--- config.mk ---
export PLATFORM = sky130hd
export DESIGN_NAME = spi_master_ctrl_flat
export DESIGN_NICKNAME = d
export VERILOG_FILES = /design/src/rtl/spi_master_ctrl_if.sv /design/src/rtl/spi_master_ctrl.sv /design/src/flat_wrapper.sv
export SDC_FILE = /design/constraint.sdc
export NUM_CORES = 1
export LEC_CHECK = 0
export ABC_AREA = 0
export BUFFER_PORTS_ARGS = -buffer_cell sky130_fd_sc_hd__buf_4
export CAP_MARGIN = 5
export CORE_MARGIN = 8
export CORE_UTILIZATION = 56
export CTS_CLUSTER_DIAMETER = 80
export DETAILED_ROUTE_END_ITERATION = 10
export GPL_TIMING_DRIVEN = 0
export PLACE_DENSITY = 0.76
export REMOVE_ABC_BUFFERS = 1
export SLEW_MARGIN = 20
export SYNTH_ARGS = -nofsm -noshare
export SYNTH_HDL_FRONTEND = slang
export SYNTH_SLANG_ARGS = --single-unit
export TNS_END_PERCENT = 50
--- constraint.sdc ---
create_clock -name clk -period 4.7 [get_ports clk]
set_input_delay 0.705 -clock clk [delete_from_list [all_inputs] [get_ports clk]]
set_output_delay 0.705 -clock clk [all_outputs]
set_load 0.01 [all_outputs]
--- src/rtl/spi_master_ctrl_if.sv ---
// ---------------------------------------------------------------------------
// spi_master_ctrl_if
//   Bundles the host write port, status flags, the SPI pins and the receive
//   result of spi_master_ctrl into one interface.
//
//   Signals:
//     wr_en, wr_data          host -> controller, push a word into the TX FIFO
//     full, busy, done        controller -> host status (registered)
//     spi_clk, spi_cs,
//     spi_mosi_out            controller -> SPI slave
//     spi_miso_in             SPI slave -> controller
//     rx_data, rx_valid       controller -> host, last received word
//
//   Modports:
//     master  the controller side (drives the SPI pins and status)
//     slave   the host / bench side (drives the write port and MISO)
// ---------------------------------------------------------------------------
interface spi_master_ctrl_if #(
    parameter int DSIZE = 8
) ();
    logic             wr_en;
    logic [DSIZE-1:0] wr_data;
    logic             full;
    logic             busy;
    logic             done;
    logic             spi_clk;
    logic             spi_cs;
    logic             spi_mosi_out;
    logic             spi_miso_in;
    logic [DSIZE-1:0] rx_data;
    logic             rx_valid;

    modport master (
        input  wr_en,
        input  wr_data,
        input  spi_miso_in,
        output full,
        output busy,
        output done,
        output spi_clk,
        output spi_cs,
        output spi_mosi_out,
        output rx_data,
        output rx_valid
    );

    modport slave (
        output wr_en,
        output wr_data,
        output spi_miso_in,
        input  full,
        input  busy,
        input  done,
        input  spi_clk,
        input  spi_cs,
        input  spi_mosi_out,
        input  rx_data,
        input  rx_valid
    );
endinterface

--- src/rtl/spi_master_ctrl.sv ---
// ---------------------------------------------------------------------------
// spi_master_ctrl
//   SPI mode-0 transmit controller. Host words are buffered in a small TX
//   FIFO and shifted out LSB-first on spi_mosi_out while spi_clk is divided
//   down from clk. Back-to-back queued words share one chip-select burst; a
//   one-cycle done pulse marks each completed word.
//
//   Ports:
//     clk   system clock, everything on its rising edge
//     rst   synchronous active-high reset; aborts any transfer, flushes FIFO
//     bus   spi_master_ctrl_if.master (write port, status, SPI pins, RX)
//
//   Parameters:
//     DSIZE       word width in bits (>= 2)
//     CLK_DIV     spi_clk half-period in clk cycles (>= 1)
//     FIFO_DEPTH  TX FIFO entries (power of two, >= 2)
//
//   Build option:
//     SPI_MASTER_CTRL_MISO_EN  when defined, spi_miso_in is sampled on every
//     spi_clk rise and the assembled word is published on rx_data with
//     rx_valid in the done cycle. Otherwise rx_data/rx_valid are tied to 0.
// ---------------------------------------------------------------------------
module spi_master_ctrl #(
    parameter int DSIZE      = 8,
    parameter int CLK_DIV    = 4,
    parameter int FIFO_DEPTH = 4
) (
    input  logic               clk,
    input  logic               rst,
    spi_master_ctrl_if.master  bus
);
    localparam int PTR_W = $clog2(FIFO_DEPTH);
    localparam int CNT_W = $clog2(FIFO_DEPTH + 1);
    localparam int BIT_W = $clog2(DSIZE + 1);
    localparam int DIV_W = (CLK_DIV > 1) ? $clog2(CLK_DIV) : 1;

    localparam logic [CNT_W-1:0] DEPTH_C    = CNT_W'(FIFO_DEPTH);
    localparam logic [BIT_W-1:0] LAST_BIT_C = BIT_W'(DSIZE);
    localparam logic [DIV_W-1:0] DIV_LAST_C = DIV_W'(CLK_DIV - 1);

    typedef enum logic [2:0] {
        IDLE  = 3'd0,
        SETUP = 3'd1,
        SHIFT = 3'd2,
        HOLD  = 3'd3,
        GAP   = 3'd4
    } state_e;

    // TX FIFO
    logic [DSIZE-1:0] mem_q [FIFO_DEPTH];
    logic [PTR_W-1:0] wr_ptr_q, wr_ptr_d;
    logic [PTR_W-1:0] rd_ptr_q, rd_ptr_d;
    logic [CNT_W-1:0] count_q, count_d;
    logic             push_s;
    logic             pop_s;
    logic [DSIZE-1:0] head_s;

    // Sequencer
    state_e           state_q, state_d;
    logic [DIV_W-1:0] div_q, div_d;
    logic [BIT_W-1:0] bit_q, bit_d;       // spi_clk rises seen in this word
    logic [DSIZE-1:0] tx_sh_q, tx_sh_d;   // bits not yet driven on MOSI
    logic             div_end_s;
    logic             rise_s;
    logic             word_end_s;

    // Registered outputs
    logic             sclk_q, sclk_d;
    logic             cs_q, cs_d;
    logic             mosi_q, mosi_d;
    logic             done_q, done_d;
    logic             busy_q, busy_d;
    logic             full_q, full_d;

    // Next-state logic for the FIFO bookkeeping and the transfer sequencer.
    always_comb begin
        push_s     = bus.wr_en && (count_q < DEPTH_C);
        div_end_s  = (div_q == DIV_LAST_C);
        head_s     = mem_q[rd_ptr_q];

        state_d    = state_q;
        div_d      = div_q;
        bit_d      = bit_q;
        tx_sh_d    = tx_sh_q;
        sclk_d     = sclk_q;
        cs_d       = cs_q;
        mosi_d     = mosi_q;
        done_d     = 1'b0;
        pop_s      = 1'b0;
        rise_s     = 1'b0;
        word_end_s = 1'b0;

        case (state_q)
            IDLE: begin
                sclk_d = 1'b0;
                div_d  = '0;
                bit_d  = '0;
                if (count_q != '0) begin
                    pop_s   = 1'b1;
                    tx_sh_d = {1'b0, head_s[DSIZE-1:1]};
                    mosi_d  = head_s[0];
                    cs_d    = 1'b0;
                    state_d = SETUP;
                end else begin
                    cs_d    = 1'b1;
                    state_d = IDLE;
                end
            end

            // Bit0 is already on MOSI; one half-period of setup, then first rise.
            SETUP: begin
                if (div_end_s) begin
                    div_d   = '0;
                    sclk_d  = 1'b1;
                    bit_d   = bit_q + BIT_W'(1);
                    rise_s  = 1'b1;
                    state_d = SHIFT;
                end else begin
                    div_d   = div_q + DIV_W'(1);
                end
            end

            // After the last fall the clock stays low one more half-period
            // before the word is declared finished.
            SHIFT: begin
                if (!div_end_s) begin
                    div_d = div_q + DIV_W'(1);
                end else if (sclk_q) begin
                    div_d  = '0;
                    sclk_d = 1'b0;
                    if (bit_q != LAST_BIT_C) begin
                        mosi_d  = tx_sh_q[0];
                        tx_sh_d = {1'b0, tx_sh_q[DSIZE-1:1]};
                    end else begin
                        mosi_d  = mosi_q;
                    end
                end else if (bit_q == LAST_BIT_C) begin
                    div_d      = '0;
                    bit_d      = '0;
                    done_d     = 1'b1;
                    word_end_s = 1'b1;
                    if (count_q != '0) begin
                        // Burst: chain the next word without releasing CS.
                        pop_s   = 1'b1;
                        tx_sh_d = {1'b0, head_s[DSIZE-1:1]};
                        mosi_d  = head_s[0];
                        state_d = SETUP;
                    end else begin
                        state_d = HOLD;
                    end
                end else begin
                    div_d  = '0;
                    sclk_d = 1'b1;
                    bit_d  = bit_q + BIT_W'(1);
                    rise_s = 1'b1;
                end
            end

            HOLD: begin
                if (div_end_s) begin
                    div_d   = '0;
                    cs_d    = 1'b1;
                    state_d = GAP;
                end else begin
                    div_d   = div_q + DIV_W'(1);
                end
            end

            GAP: begin
                if (div_end_s) begin
                    div_d   = '0;
                    state_d = IDLE;
                end else begin
                    div_d   = div_q + DIV_W'(1);
                end
            end

            default: begin
                state_d = IDLE;
                div_d   = '0;
                bit_d   = '0;
                sclk_d  = 1'b0;
                cs_d    = 1'b1;
            end
        endcase

        case ({push_s, pop_s})
            2'b10:   count_d = count_q + CNT_W'(1);
            2'b01:   count_d = count_q - CNT_W'(1);
            default: count_d = count_q;
        endcase

        wr_ptr_d = push_s ? (wr_ptr_q + PTR_W'(1)) : wr_ptr_q;
        rd_ptr_d = pop_s  ? (rd_ptr_q + PTR_W'(1)) : rd_ptr_q;
        full_d   = (count_d == DEPTH_C);
        busy_d   = (state_d != IDLE) || (count_d != '0);
    end

    // State, FIFO pointers and all registered outputs.
    always_ff @(posedge clk) begin
        if (rst) begin
            state_q  <= IDLE;
            div_q    <= '0;
            bit_q    <= '0;
            tx_sh_q  <= '0;
            sclk_q   <= 1'b0;
            cs_q     <= 1'b1;
            mosi_q   <= 1'b0;
            done_q   <= 1'b0;
            busy_q   <= 1'b0;
            full_q   <= 1'b0;
            wr_ptr_q <= '0;
            rd_ptr_q <= '0;
            count_q  <= '0;
        end else begin
            state_q  <= state_d;
            div_q    <= div_d;
            bit_q    <= bit_d;
            tx_sh_q  <= tx_sh_d;
            sclk_q   <= sclk_d;
            cs_q     <= cs_d;
            mosi_q   <= mosi_d;
            done_q   <= done_d;
            busy_q   <= busy_d;
            full_q   <= full_d;
            wr_ptr_q <= wr_ptr_d;
            rd_ptr_q <= rd_ptr_d;
            count_q  <= count_d;
        end
    end

    // FIFO storage; contents need no reset since the count gates every read.
    always_ff @(posedge clk) begin
        if (push_s) begin
            mem_q[wr_ptr_q] <= bus.wr_data;
        end
    end

`ifdef SPI_MASTER_CTRL_MISO_EN
    logic [DSIZE-1:0] rx_sh_q;
    logic [DSIZE-1:0] rx_data_q;
    logic             rx_valid_q;

    // Receive path: shift MISO in LSB-first on each rise, publish at word end.
    always_ff @(posedge clk) begin
        if (rst) begin
            rx_sh_q    <= '0;
            rx_data_q  <= '0;
            rx_valid_q <= 1'b0;
        end else begin
            if (rise_s) begin
                rx_sh_q <= {bus.spi_miso_in, rx_sh_q[DSIZE-1:1]};
            end
            if (word_end_s) begin
                rx_data_q <= rx_sh_q;
            end
            rx_valid_q <= word_end_s;
        end
    end

    assign bus.rx_data  = rx_data_q;
    assign bus.rx_valid = rx_valid_q;
`else
    logic unused_rx_s;
    assign unused_rx_s  = ^{bus.spi_miso_in, rise_s, word_end_s};
    assign bus.rx_data  = '0;
    assign bus.rx_valid = 1'b0;
`endif

    assign bus.spi_clk      = sclk_q;
    assign bus.spi_cs       = cs_q;
    assign bus.spi_mosi_out = mosi_q;
    assign bus.done         = done_q;
    assign bus.busy         = busy_q;
    assign bus.full         = full_q;

endmodule

--- src/flat_wrapper.sv ---
// flat-port wrapper written by rule: the top's interface ports become plain ports
module spi_master_ctrl_flat 
#(
    parameter int DSIZE      = 8,
    parameter int CLK_DIV    = 4,
    parameter int FIFO_DEPTH = 4
)
  (clk, rst, bus_wr_en, bus_wr_data, bus_spi_miso_in, bus_full, bus_busy, bus_done, bus_spi_clk, bus_spi_cs, bus_spi_mosi_out, bus_rx_data, bus_rx_valid);
  spi_master_ctrl_if #(.DSIZE(DSIZE)) bus_i ();
  input  logic clk;
  input  logic rst;
  input wire logic [$bits(bus_i.wr_en)-1:0] bus_wr_en;
  input wire logic [$bits(bus_i.wr_data)-1:0] bus_wr_data;
  input wire logic [$bits(bus_i.spi_miso_in)-1:0] bus_spi_miso_in;
  output wire logic [$bits(bus_i.full)-1:0] bus_full;
  output wire logic [$bits(bus_i.busy)-1:0] bus_busy;
  output wire logic [$bits(bus_i.done)-1:0] bus_done;
  output wire logic [$bits(bus_i.spi_clk)-1:0] bus_spi_clk;
  output wire logic [$bits(bus_i.spi_cs)-1:0] bus_spi_cs;
  output wire logic [$bits(bus_i.spi_mosi_out)-1:0] bus_spi_mosi_out;
  output wire logic [$bits(bus_i.rx_data)-1:0] bus_rx_data;
  output wire logic [$bits(bus_i.rx_valid)-1:0] bus_rx_valid;
  assign bus_i.wr_en = bus_wr_en;
  assign bus_i.wr_data = bus_wr_data;
  assign bus_i.spi_miso_in = bus_spi_miso_in;
  assign bus_full = bus_i.full;
  assign bus_busy = bus_i.busy;
  assign bus_done = bus_i.done;
  assign bus_spi_clk = bus_i.spi_clk;
  assign bus_spi_cs = bus_i.spi_cs;
  assign bus_spi_mosi_out = bus_i.spi_mosi_out;
  assign bus_rx_data = bus_i.rx_data;
  assign bus_rx_valid = bus_i.rx_valid;
  spi_master_ctrl #(.DSIZE(DSIZE), .CLK_DIV(CLK_DIV), .FIFO_DEPTH(FIFO_DEPTH)) u_core (.clk(clk), .rst(rst), .bus(bus_i));
endmodule
==> flow_summary.toml <==
[sta]
setup_tns_ns = 0
finalSetupViolCount = 0
hold_violations = 0
period_needed_ns = 3.166
rsz0062_at_grt = "false"
drv_slew = 0
hold_ws_ns = 0.4270
post-route-period-util_pct = 67.36
fmax_ghz = 0.3159
setup_slack_ns = 1.534
worst_slew_pin_slew_ns = 0.5649
relSlewSlack_pct = 62.27
skew_ns = 0.004899

[die]
die_x_um = 87.52
fp-row-count = 26
pin_count = 27
core_um2 = 5010
dieArea_um2 = 7659
die_h_um = 87.52
start_util_pct = 57.17

[placement]
dp_hpwl_um = 3429
numPortBuffers = 16
dp_slack_ns = 1.593
dp_cells = 298
gp_congestion = 0.8019

[worst_setup_path]
arrival_ns = 3.38
reg2regPathDepth = 12
cp.required_ns = 4.91
rrSetupSlack_ns = 1.53
crit_fanout = 6
r2r_start = "u_core.bit_q[0]"
crit_type = "reg -> reg"
worstSetupStartpointType = "flip-flop"
end_kind = "flip-flop"
rr_endpoint = "u_core.bus.busy"

[logic_synthesis]
ys_seq_area_share_pct = 55.92
ys_ff_latch = 64
yosysUniqueCellTypes = 57
syn-instance-count = 224
netlist_area_um2 = 2864
yosysWarnings = 0
synth_top_area_share_pct = 33.55
synth_top_cell_by_area = "edfxtp_1"
synth_edf_count = 32
synth_ff_type = "edfxtp_1"
synthTopCellsByArea = "edfxtp_1, dfxtp_1, mux4_2"
synth.avg_cell_area_um2 = 12.79
async_reset_ff_share_pct = 0

[clock_tree]
post_cts_resized = 0
post-cts-setup-buffers = 0
numCtsBuffers = 9
path_clk_slew_ns = 0.07
h-tree-depth = 3
ctsHoldBuffers = 0
clkLatencyLatePin_ns = 0.34
cts_sinks = 64
clockBufferDepth = 2
root_buffer = "clkbuf_8"
cts_tree = "built"

[power_and_ir_drop]
power_frac_clock_pct = 29.4
worst_ir_drop_vdd_mv = 0.2877
swShare_pct = 30.71
p_leak_nw = 1.193
internal-power_mw = 1.222
share_comb_of_total_power_pct = 27.1
p_switching_mw = 0.5415
fin_total_pwr_mw = 1.763
seqPwrFrac_pct = 43.5
power_density_nw_per_um2 = 549.6

[grt]
grt.met2_usage_pct = 21.49
antenna_found_initial = 0
grt_pass1_vias = 1670
overflow = 0
grt.met3_usage_pct = 3.679
top_usage_layer = "met2"
grt_use_met1_pct = 17.16
grt_usage_pct = 13.94
grt_pass1_wl_um = 8107
grt_max_degree = 23

[route]
post_drt_wl_per_cell_um = 16.02
wirelength_um = 5029
num_vias = 1766
drt-pass1-iter-count = 4
avgViaCountPerCell = 5.624
drtIter0Drc = 142
antenna_left = 0
drc = 0

[worst_hold_path]
min-delay-start = "u_core.div_q[0]"
hold_path_class = "reg -> reg"
holdPathEnd = "u_core.div_q[0]"
hold_path_depth = 1

[run_status]
status = "finished clean"

[job]
maxCapViolCount = 0

[finish]
drive_above_1_share_pct = 23.36
fin_cells = 314
syn2layout_area_growth_pct = 12.01
nets = 260
n_fill_cell = 413
antenna_cells = 0
## worst max-delay path, cell delays in order (launching register included)
cell and delay (ns):
dfxtp_1 0.34, inv_1 0.07, ha_1 0.21, nor4bb_1 0.43, a21oi_1 0.26, nor2_1 0.15
ha_1 0.20, inv_1 0.06, fa_1 0.38, xor2_1 0.18, nor4_1 0.06, o21bai_1 0.18
or4_1 0.52
## kinds of logic (layout without fill, tap and decap cells)
group / Yosys count / count (layout) / synth area share, %
AOI/OAI and AO/OA: 45 / 45 / 13.24
xor gates and xnor gates: 4 / 4 / 1.223
adders and majority gates: 9 / 9 / 4.194
buffers and inverters: 34 / 46 / 5.766
DFF: 64 / 64 / 55.92
muxes: 9 / 9 / 6.684
other: 1 / 9 / 0.1309
and+or+nand+nor: 58 / 58 / 12.84
## layout make-up
cell class	count	area, um^2	share of cell area [%]
Clock buffer	9	123.9	3.861
Sequential cell	64	1602	49.92
Clock inverter	7	95.09	2.964
Tap cell	70	87.58	2.730
Multi-Input combinational cell	134	1127	35.14
Timing Repair Buffer	16	120.1	3.744
Inverter	14	52.55	1.638
## per-stage QoR
| stage | util (%) | instance area (um^2) |
|---|---|---|
| 2_1_floorplan | - | 2781 |
| 3_3_place_gp | 59.67 | 2989 |
| 3_5_place_dp | 59.67 | 2989 |
| 4_1_cts | 64.04 | 3208 |
| 5_1_grt | 64.04 | 3208 |
| 6_report | 64.04 | 3208 |
## layout by cell type, fill, tap and decap left out, types with 9 or more instances in the layout
cell type,netlist,final
a21oi_1,10,10
buf_4,9,16
clkbuf_8,0,9
conb_1,1,9
dfxtp_1,32,32
edfxtp_1,32,32
inv_1,14,14
nand2_1,10,10
## worst max path at each step
stage | startpoint | end | slack (ns) | depth (start not counted)
3_5_place_dp | u_core.bit_q[0] | u_core.bus.busy | 1.59 | 12
3_3_place_gp | u_core.bit_q[0] | u_core.bus.busy | 1.60 | 12
4_1_cts | u_core.bit_q[0] | u_core.bus.busy | 1.57 | 12
2_1_floorplan | u_core.bit_q[0] | u_core.bus.busy | 1.90 | 12
5_1_grt | u_core.bit_q[0] | u_core.bus.busy | 1.33 | 12
6_report | u_core.bit_q[0] | u_core.bus.busy | 1.53 | 12
## power groups by stage
stage	Clock (mW)	Sequential (mW)	Combinational [mW]
finish	0.518	0.767	0.478
global route	0.549	0.781	0.524
CTS	0.524	0.769	0.479
detailed placement	0	0.781	0.475
global placement	0	0.775	0.462
floorplan	0	0.765	0.360
## synthesized netlist by cell type, types with 3 or more instances
library cell	number
a21oi_1	10
and2_1	6
buf_1	4
buf_2	3
buf_4	9
clkbuf_1	4
dfxtp_1	32
edfxtp_1	32
ha_1	8
inv_1	14
mux4_2	8
nand2_1	10
nand3_1	4
nor2_1	8
nor2b_1	5
o221a_2	8
o22a_1	8
or3_1	4
## routing by layer
metal | up-vias | wire (um)
li1 | 861 | -
met1 | 867 | 2382
met2 | 31 | 2348
met3 | 7 | 209
met4 | 0 | 89
met5 | - | 0
## registers in the layout (all words and copies together) (netlist names), named ones only
| register | flops |
|---|---|
| u_core.bus.full | 1 |
| u_core.bus.spi_cs | 1 |
| u_core.state_q | 3 |
| u_core.bus.spi_clk | 1 |
| u_core.count_q | 3 |
| u_core.bus.spi_mosi_out | 1 |
| u_core.div_q | 2 |
| u_core.wr_ptr_q | 2 |
| u_core.mem_q | 32 |
| u_core.tx_sh_q | 8 |
| u_core.bit_q | 4 |
| u_core.bus.busy | 1 |
| u_core.rd_ptr_q | 2 |
| u_core.bus.done | 1 |
Note: power is estimated with default switching activity, not from simulation.
